===== src/rtl/bus_timer.sv =====
// Memory-mapped 64-bit timer with an 8-bit prescaler, a 64-bit compare register and a sticky match flag.
// Zero-wait-state combinational reads; byte-masked writes land on the rising clock edge.
module bus_timer #(
   parameter logic [31:0] BASE_ADDRESS = 32'h0001_0000
) (
   input  logic        clock,
   input  logic        reset,
   input  logic [31:0] bus_address,
   output logic [31:0] bus_read_data,
   input  logic [31:0] bus_write_data,
   input  logic [3:0]  bus_byte_enable,
   input  logic        bus_read_enable,
   input  logic        bus_write_enable,
   output logic        timer_irq
);

   localparam int unsigned WORD_W   = 32;
   localparam int unsigned TIME_W   = 64;
   localparam int unsigned PRESC_W  = 8;
   localparam logic [WORD_W-1:0] CTRL_MASK = 32'h0000_FF03;

   localparam logic [2:0] OFF_MTIME_LO    = 3'd0;
   localparam logic [2:0] OFF_MTIME_HI    = 3'd1;
   localparam logic [2:0] OFF_MTIMECMP_LO = 3'd2;
   localparam logic [2:0] OFF_MTIMECMP_HI = 3'd3;
   localparam logic [2:0] OFF_CTRL        = 3'd4;
   localparam logic [2:0] OFF_STATUS      = 3'd5;

   logic                sel;
   logic                wr;
   logic [2:0]          offset;
   logic                tick;
   logic                match;
   logic                clr;
   logic                ctrl_en;
   logic                ctrl_irq_en;
   logic [PRESC_W-1:0]  ctrl_prescale;

   logic [TIME_W-1:0]   mtime_q,    mtime_d;
   logic [TIME_W-1:0]   mtimecmp_q, mtimecmp_d;
   logic [WORD_W-1:0]   ctrl_q,     ctrl_d;
   logic [PRESC_W-1:0]  count_q,    count_d;
   logic                pending_q,  pending_d;

   // The two low address bits are byte lanes and carry no register selection.
   logic unused_addr_bits;
   assign unused_addr_bits = ^bus_address[1:0];

   function automatic logic [WORD_W-1:0] merge_bytes(input logic [WORD_W-1:0] old_val,
                                                     input logic [WORD_W-1:0] new_val,
                                                     input logic [3:0]        be);
      logic [WORD_W-1:0] res;
      res = old_val;
      for (int b = 0; b < 4; b++) begin
         if (be[b]) res[8*b +: 8] = new_val[8*b +: 8];
      end
      return res;
   endfunction

   assign sel           = (bus_address[31:5] == BASE_ADDRESS[31:5]);
   assign offset        = bus_address[4:2];
   assign wr            = sel && bus_write_enable;
   assign ctrl_en       = ctrl_q[0];
   assign ctrl_irq_en   = ctrl_q[1];
   assign ctrl_prescale = ctrl_q[15:8];
   assign tick          = ctrl_en && (count_q == ctrl_prescale);
   assign match         = (mtime_q >= mtimecmp_q);
   assign clr           = wr && (offset == OFF_STATUS) && bus_byte_enable[0] && bus_write_data[0];
   assign timer_irq     = pending_q & ctrl_irq_en;

   // Next-state for all registers; a bus write to an mtime half suppresses that cycle's tick.
   always_comb begin
      count_d    = count_q;
      mtime_d    = mtime_q;
      mtimecmp_d = mtimecmp_q;
      ctrl_d     = ctrl_q;
      pending_d  = pending_q;

      if (!ctrl_en)  count_d = '0;
      else if (tick) count_d = '0;
      else           count_d = count_q + PRESC_W'(1);

      if (tick) mtime_d = mtime_q + TIME_W'(1);

      if (wr) begin
         unique case (offset)
            OFF_MTIME_LO:    mtime_d = {mtime_q[63:32],
                                        merge_bytes(mtime_q[31:0], bus_write_data, bus_byte_enable)};
            OFF_MTIME_HI:    mtime_d = {merge_bytes(mtime_q[63:32], bus_write_data, bus_byte_enable),
                                        mtime_q[31:0]};
            OFF_MTIMECMP_LO: mtimecmp_d[31:0]  = merge_bytes(mtimecmp_q[31:0], bus_write_data,
                                                             bus_byte_enable);
            OFF_MTIMECMP_HI: mtimecmp_d[63:32] = merge_bytes(mtimecmp_q[63:32], bus_write_data,
                                                             bus_byte_enable);
            OFF_CTRL:        ctrl_d = merge_bytes(ctrl_q, bus_write_data, bus_byte_enable) & CTRL_MASK;
            default:         ;
         endcase
      end

      if (match)    pending_d = 1'b1;
      else if (clr) pending_d = 1'b0;
   end

   always_ff @(posedge clock) begin
      if (reset) begin
         mtime_q    <= '0;
         mtimecmp_q <= '1;
         ctrl_q     <= '0;
         count_q    <= '0;
         pending_q  <= 1'b0;
      end else begin
         mtime_q    <= mtime_d;
         mtimecmp_q <= mtimecmp_d;
         ctrl_q     <= ctrl_d;
         count_q    <= count_d;
         pending_q  <= pending_d;
      end
   end

   // Read data is zero when unselected so it can be OR-combined with other responders.
   always_comb begin
      bus_read_data = '0;
      if (sel && bus_read_enable) begin
         unique case (offset)
            OFF_MTIME_LO:    bus_read_data = mtime_q[31:0];
            OFF_MTIME_HI:    bus_read_data = mtime_q[63:32];
            OFF_MTIMECMP_LO: bus_read_data = mtimecmp_q[31:0];
            OFF_MTIMECMP_HI: bus_read_data = mtimecmp_q[63:32];
            OFF_CTRL:        bus_read_data = ctrl_q;
            OFF_STATUS:      bus_read_data = {31'd0, pending_q};
            default:         bus_read_data = '0;
         endcase
      end
   end

endmodule


===== config.mk =====
export PLATFORM = sky130hd
export DESIGN_NAME = bus_timer
export DESIGN_NICKNAME = d
export VERILOG_FILES = /design/src/rtl/bus_timer.sv
export SDC_FILE = /design/constraint.sdc
export NUM_CORES = 1
export LEC_CHECK = 0
export CAP_MARGIN = 40
export CORE_ASPECT_RATIO = 0.9
export CORE_MARGIN = 2
export CORE_UTILIZATION = 50
export DETAILED_ROUTE_END_ITERATION = 7
export PLACE_DENSITY = 0.7
export SYNTH_ARGS = -nofsm -noshare
export SYNTH_HDL_FRONTEND = slang
export SYNTH_SLANG_ARGS = --single-unit

===== constraint.sdc =====
create_clock -name clock -period 3.65 [get_ports clock]
set_input_delay 0.365 -clock clock [delete_from_list [all_inputs] [get_ports clock]]
set_output_delay 0.365 -clock clock [all_outputs]
set_load 0.01 [all_outputs]

* Yosys cells after proc, flatten, opt, wreduce, memory -nomap -nowiden
Cells that the tools add are included.
** Cells by class
- Order comparisons :: 1
- $add $sub $neg :: 2
- Reductions and logical operators :: 27
- Bitwise logic cells :: 2
- Mux-type cells :: 11
- Equality and inequality tests :: 17
** Operators with widths (number)
- $pmux W32 S6 :: 1
- $mux W64 :: 2
- $pmux W64 S2 :: 1
- $add A64 B1 Y64 const B :: 1
- $ge A64 B64 Y1 :: 1
- $mux W32 :: 1
- $mux W8 :: 4
- $reduce_and A3 Y1 :: 10
- $eq A27 B12 Y1 const B :: 1
- $ne A3 B3 Y1 const B :: 8
- $reduce_and A2 Y1 :: 8
- $add A8 B1 Y8 const B :: 1
- $eq A8 B8 Y1 :: 1
- $eq A3 B2 Y1 const B :: 2
- $eq A3 B3 Y1 const B :: 2
- $logic_and A1 B1 Y1 :: 6
- $ne A2 B2 Y1 const B :: 2
- $eq A3 B1 Y1 const B :: 1
- $logic_not A3 Y1 :: 1
- $reduce_or A3 Y1 :: 1
- $mux W1 :: 2
- $reduce_bool A2 Y1 :: 1
- $and A1 B1 Y1 :: 1
- $not A1 Y1 :: 1
** Storage, ports and cells
- Register bits after elaboration :: 147

* Longest topological paths before layout
- Word-level depth :: 7
- Gate-level depth with buffers :: 10
- Gate-level depth less buffers :: 9

* Worst setup path before layout
Ideal clock, no wire load.
- Path kind :: flip-flop to flip-flop
- Start point :: reg count_q[2]
- End point :: reg mtime_q[57]
- Path buffers :: 2
- Setup slack :: 994 ps
- Clock period less this slack :: 2656 ps
- Data required time :: 3516 ps
- Arrival :: 2522 ps
- Setup time :: 134 ps
- Cell stages (with the launch flop) :: 10
- Cell sequence :: dfxtp_1 > xnor2_1 > nand2_2 > or4_1 > buf_2 > or4_1 > buf_2 > o311a_1 > a211oi_1 > o22ai_1
** On the way
- Longest elaborated chain between the ends :: 5
** RTL lines
- start, declared :: line 42 : logic [PRESC_W-1:0] count_q, count_d;
- start signal, assigned :: line 115 : count_q <= count_d;
- $eq A8 B8 Y1 (*) :: line 66 : assign tick = ctrl_en && (count_q == ctrl_prescale);
- $logic_and A1 B1 Y1 (*) :: line 66
- $mux W64 (*) :: line 83 : if (tick) mtime_d = mtime_q + TIME_W'(1);
- $pmux W64 S2 :: line 86 : unique case (offset)
- $mux W64 (*) :: line 85 : if (wr) begin
- end signal, assigned :: line 112 : mtime_q <= mtime_d;
- end, declared :: line 39 : logic [TIME_W-1:0] mtime_q, mtime_d;
Mark *: on every way between the ends. The rest lies on a longest branch, timed or not.
A chain may end at the register's enable or synchronous reset.

* Worst setup path after layout
- Start point :: in bus_address[18]
- End point :: out bus_read_data[23]
** On the way
- Longest elaborated chain between the ends :: 3
** RTL lines
- start, declared :: line 8 : input logic [31:0] bus_address,
- $eq A27 B12 Y1 :: line 60 : assign sel = (bus_address[31:5] == BASE_ADDRESS[31:5]);
- $logic_and A1 B1 Y1 :: line 123 : if (sel && bus_read_enable) begin
- $mux W32 :: line 123
- end, declared :: line 9 : output logic [31:0] bus_read_data,
No other way between the ends.

==> impl_metrics.yaml <==
outcome:
  status: "finished clean"
critical_path:
  reg2reg_from: "ctrl_q[15]"
  worst_setup_path_start_kind: "primary input"
  r2r_setup_slack_ns: 0.47
  reg2reg_depth: 7
  end_kind: "primary output"
  cp.required_ns: 3.28
  arrival_ns: 2.96
  r2r_end: "mtime_q[61]"
  cp_max_fo: 24
  setup.worst_path.class: "primary input to primary output"
timing:
  tns_ns: 0
  period_minus_slack_ns: 3.324
  fin_skew_ns: 0.01362
  finalSetupViolations: 0
  min_period_over_period_pct: 91.07
  tightest_slew_ns: 0.8267
  maxSlewHeadroom_pct: 44.78
  fmax_mhz: 300.8
  slew_viol_final: 0
  hold_viol: 0
  rsz0062_at_grt: "no"
  hold_slack_ns: 0.3941
power:
  p_leak_uw: 0.004948
  finalPower_uw: 3817
  irDropWorstVdd_mv: 0.2894
  power.density_nw_per_um2: 311.9
min_path:
  hp-class: "primary input to flip-flop"
  min_to: "mtimecmp_q[60]"
  whs_path_depth: 3
  hold_start: "reset"
global_routing:
  antenna_found_initial: 0
  grt_pass1_wl_um: 58680
  grt.total_usage_pct: 34.64
  grt_pass1_vias: 10500
  grt_max_degree: 65
  overflow: 0
die:
  start_util_pct: 51.13
  num_rows: 49
  die_h_um: 139.8
  core_region_area_um2: 20050
  ioPinCount: 105
  die_w_um: 154.9
  design.die.area_um2: 21670
synth:
  yosys-top-cells-area: "dfxtp_1 29%, ha_1 8.1%, nand2_1 7.3%"
  synth_top_cell_by_area: "dfxtp_1"
  synth-seq-cells: 147
  synthArstFlopShare_pct: 0
  synth_edf_count: 0
  yosysWarnings: 0
  dominantRegCellSynth: "dfxtp_1"
  seq_area_frac_synth_pct: 28.71
  syn-cell-area_um2: 10250
  avgSynthCellArea_um2: 7.370
  synth_top_cell_area_share_pct: 28.71
  syn_nets: 1529
  ys_types: 74
  netlist_instances: 1391
finish:
  nets: 1604
  synthToLayoutAreaGrowth_pct: 19.36
  drive_above_1_share_pct: 6.761
  stdcell_area_um2: 12240
  fill_cells: 1798
  antenna_cells: 0
  fin_cells: 1734
route:
  routedWlPerCell_um: 21.89
  drt-total-wl_um: 37950
  ant_nets: 0
  vias: 11350
  dr.pass1.iters: 6
  via_per_inst: 6.544
  dr.first_iter.drc_count: 1521
  drc: 0
place:
  post-place-cells: 1702
  dp_hpwl_um: 26910
  io_buffers: 102
  globalplace.congestion: 0.9194
  placedInstanceArea_um2: 11600
cts:
  cts_inserted_buffers: 17
  cts_hold_buffers: 0
  cts_tree: "yes"
  cts_root_buf: "clkbuf_16"
  clkTransAtPathRegs_ns: 0.07
  cts_buffer_depth: 2
  h-tree-depth: 4
  cts.sinks: 147
  insertion_delay_ns: 0.44
  ctsResizeCount: 0
  post_cts_buffers: 0
job:
  cap_violations: 0
[state kept, by name, summed over array words and instances, names as in the netlist]
register	count
mtime_q	64
mtimecmp_q	64
ctrl_q	10
count_q	8
pending_q	1
[worst max-delay path, stage by stage]
cell,delay (ns)
clkdlybuf4s50_1,0.44
nor4_1,0.39
and4_1,0.30
nand4_1,0.14
a21o_1,0.27
buf_4,0.26
a21oi_1,0.20
clkdlybuf4s50_1,0.57
[worst max-delay path by stage]
stage                          from                 to  slack (ns)  cells after the start
CTS                 bus_address[18]  bus_read_data[23]        0.35                      8
floorplan                count_q[2]        mtime_q[57]        0.99                      9
finish              bus_address[18]  bus_read_data[23]        0.33                      8
detailed placement  bus_address[18]  bus_read_data[23]        0.38                      8
global route        bus_address[10]  bus_read_data[23]        0.19                      8
global placement    bus_address[18]  bus_read_data[23]        0.39                      8
[where the power goes]
part	switching [µW]	total (µW)	leakage [µW]	internal (µW)
Clock	780	1920	0.000305	1140
Combinational	174	289	0.00346	114
Sequential	0.00000153	1600	0.00119	1600
Total	954	3820	0.00495	2860
[final cells by class]
cell class	count	area, µm²	area share, %
well taps	255	319.1	2.608
clock inverters	12	166.4	1.360
repair buffers	146	1379	11.27
flip-flops and latches	147	2943	24.05
clock buffers	20	466.7	3.814
inverters	83	311.5	2.546
multi-input cells	1071	6650	54.35
[per-layer routing]
layer  track usage (%)  routed length [µm]  up-vias
li1                  -                   -     5289
met1             47.74               15870     5260
met2             51.18               15990      679
met3             9.125                4662      119
met4             14.42                1431        0
met5                 0                   0        -
[cells in the mapped netlist, drive strengths merged, types with 3 or more instances]
cell / count
a31oi: 15
o31ai: 7
and2: 19
nor4b: 5
o22ai: 8
nand3: 34
o21ai: 98
nor2b: 9
nand4: 43
o211ai: 71
and4: 13
a21o: 13
nand3b: 3
inv: 83
a221oi: 16
and3: 17
nand2b: 5
xor2: 8
or3: 9
dfxtp: 147
a32oi: 7
xnor2: 15
clkbuf: 77
buf: 12
a21oi: 101
nand2: 201
or4: 6
o41ai: 9
a211oi: 10
ha: 66
mux2i: 15
a22oi: 41
o22a: 3
o31a: 3
nor4: 29
o21a: 10
nor2: 106
nor3: 26
a22o: 3
[cell families after synthesis]
| logic type | after synthesis | synth area share (%) |
|---|---|---|
| adders and majority gates | 66 | 8.056 |
| xor gates and xnor gates | 23 | 2.112 |
| AOI/OAI and AO/OA | 434 | 27.51 |
| and+or+nand+nor | 531 | 25.18 |
| muxes | 17 | 1.684 |
| DFF | 147 | 28.71 |
| buffers and inverters | 173 | 6.750 |
[cells in the final DEF, fill, tap and decap left out, types with 13 or more instances in the layout]
master	n
nand2_1	200
dfxtp_1	147
nor2_1	106
a21oi_1	101
clkdlybuf4s50_1	100
o21ai_0	94
inv_1	82
o211ai_1	71
ha_1	66
nand4_1	42
a22oi_1	41
buf_4	41
nand3_1	33
nor4_1	25
nor3_1	24
and2_1	18
and3_1	17
clkbuf_16	17
a221oi_1	16
mux2i_1	15
a31oi_1	15
and4_1	13
a21o_1	13
xnor2_1	13
[through the flow]
stage	setup WS [ns]	utilization [%]
after floorplan	0.9941	-
after detailed placement	0.3839	57.87
after global placement	0.3893	57.87
after CTS	0.3466	61.03
final	0.3260	61.03
after global routing	0.1873	61.03
(Power assumes the default switching activity.)
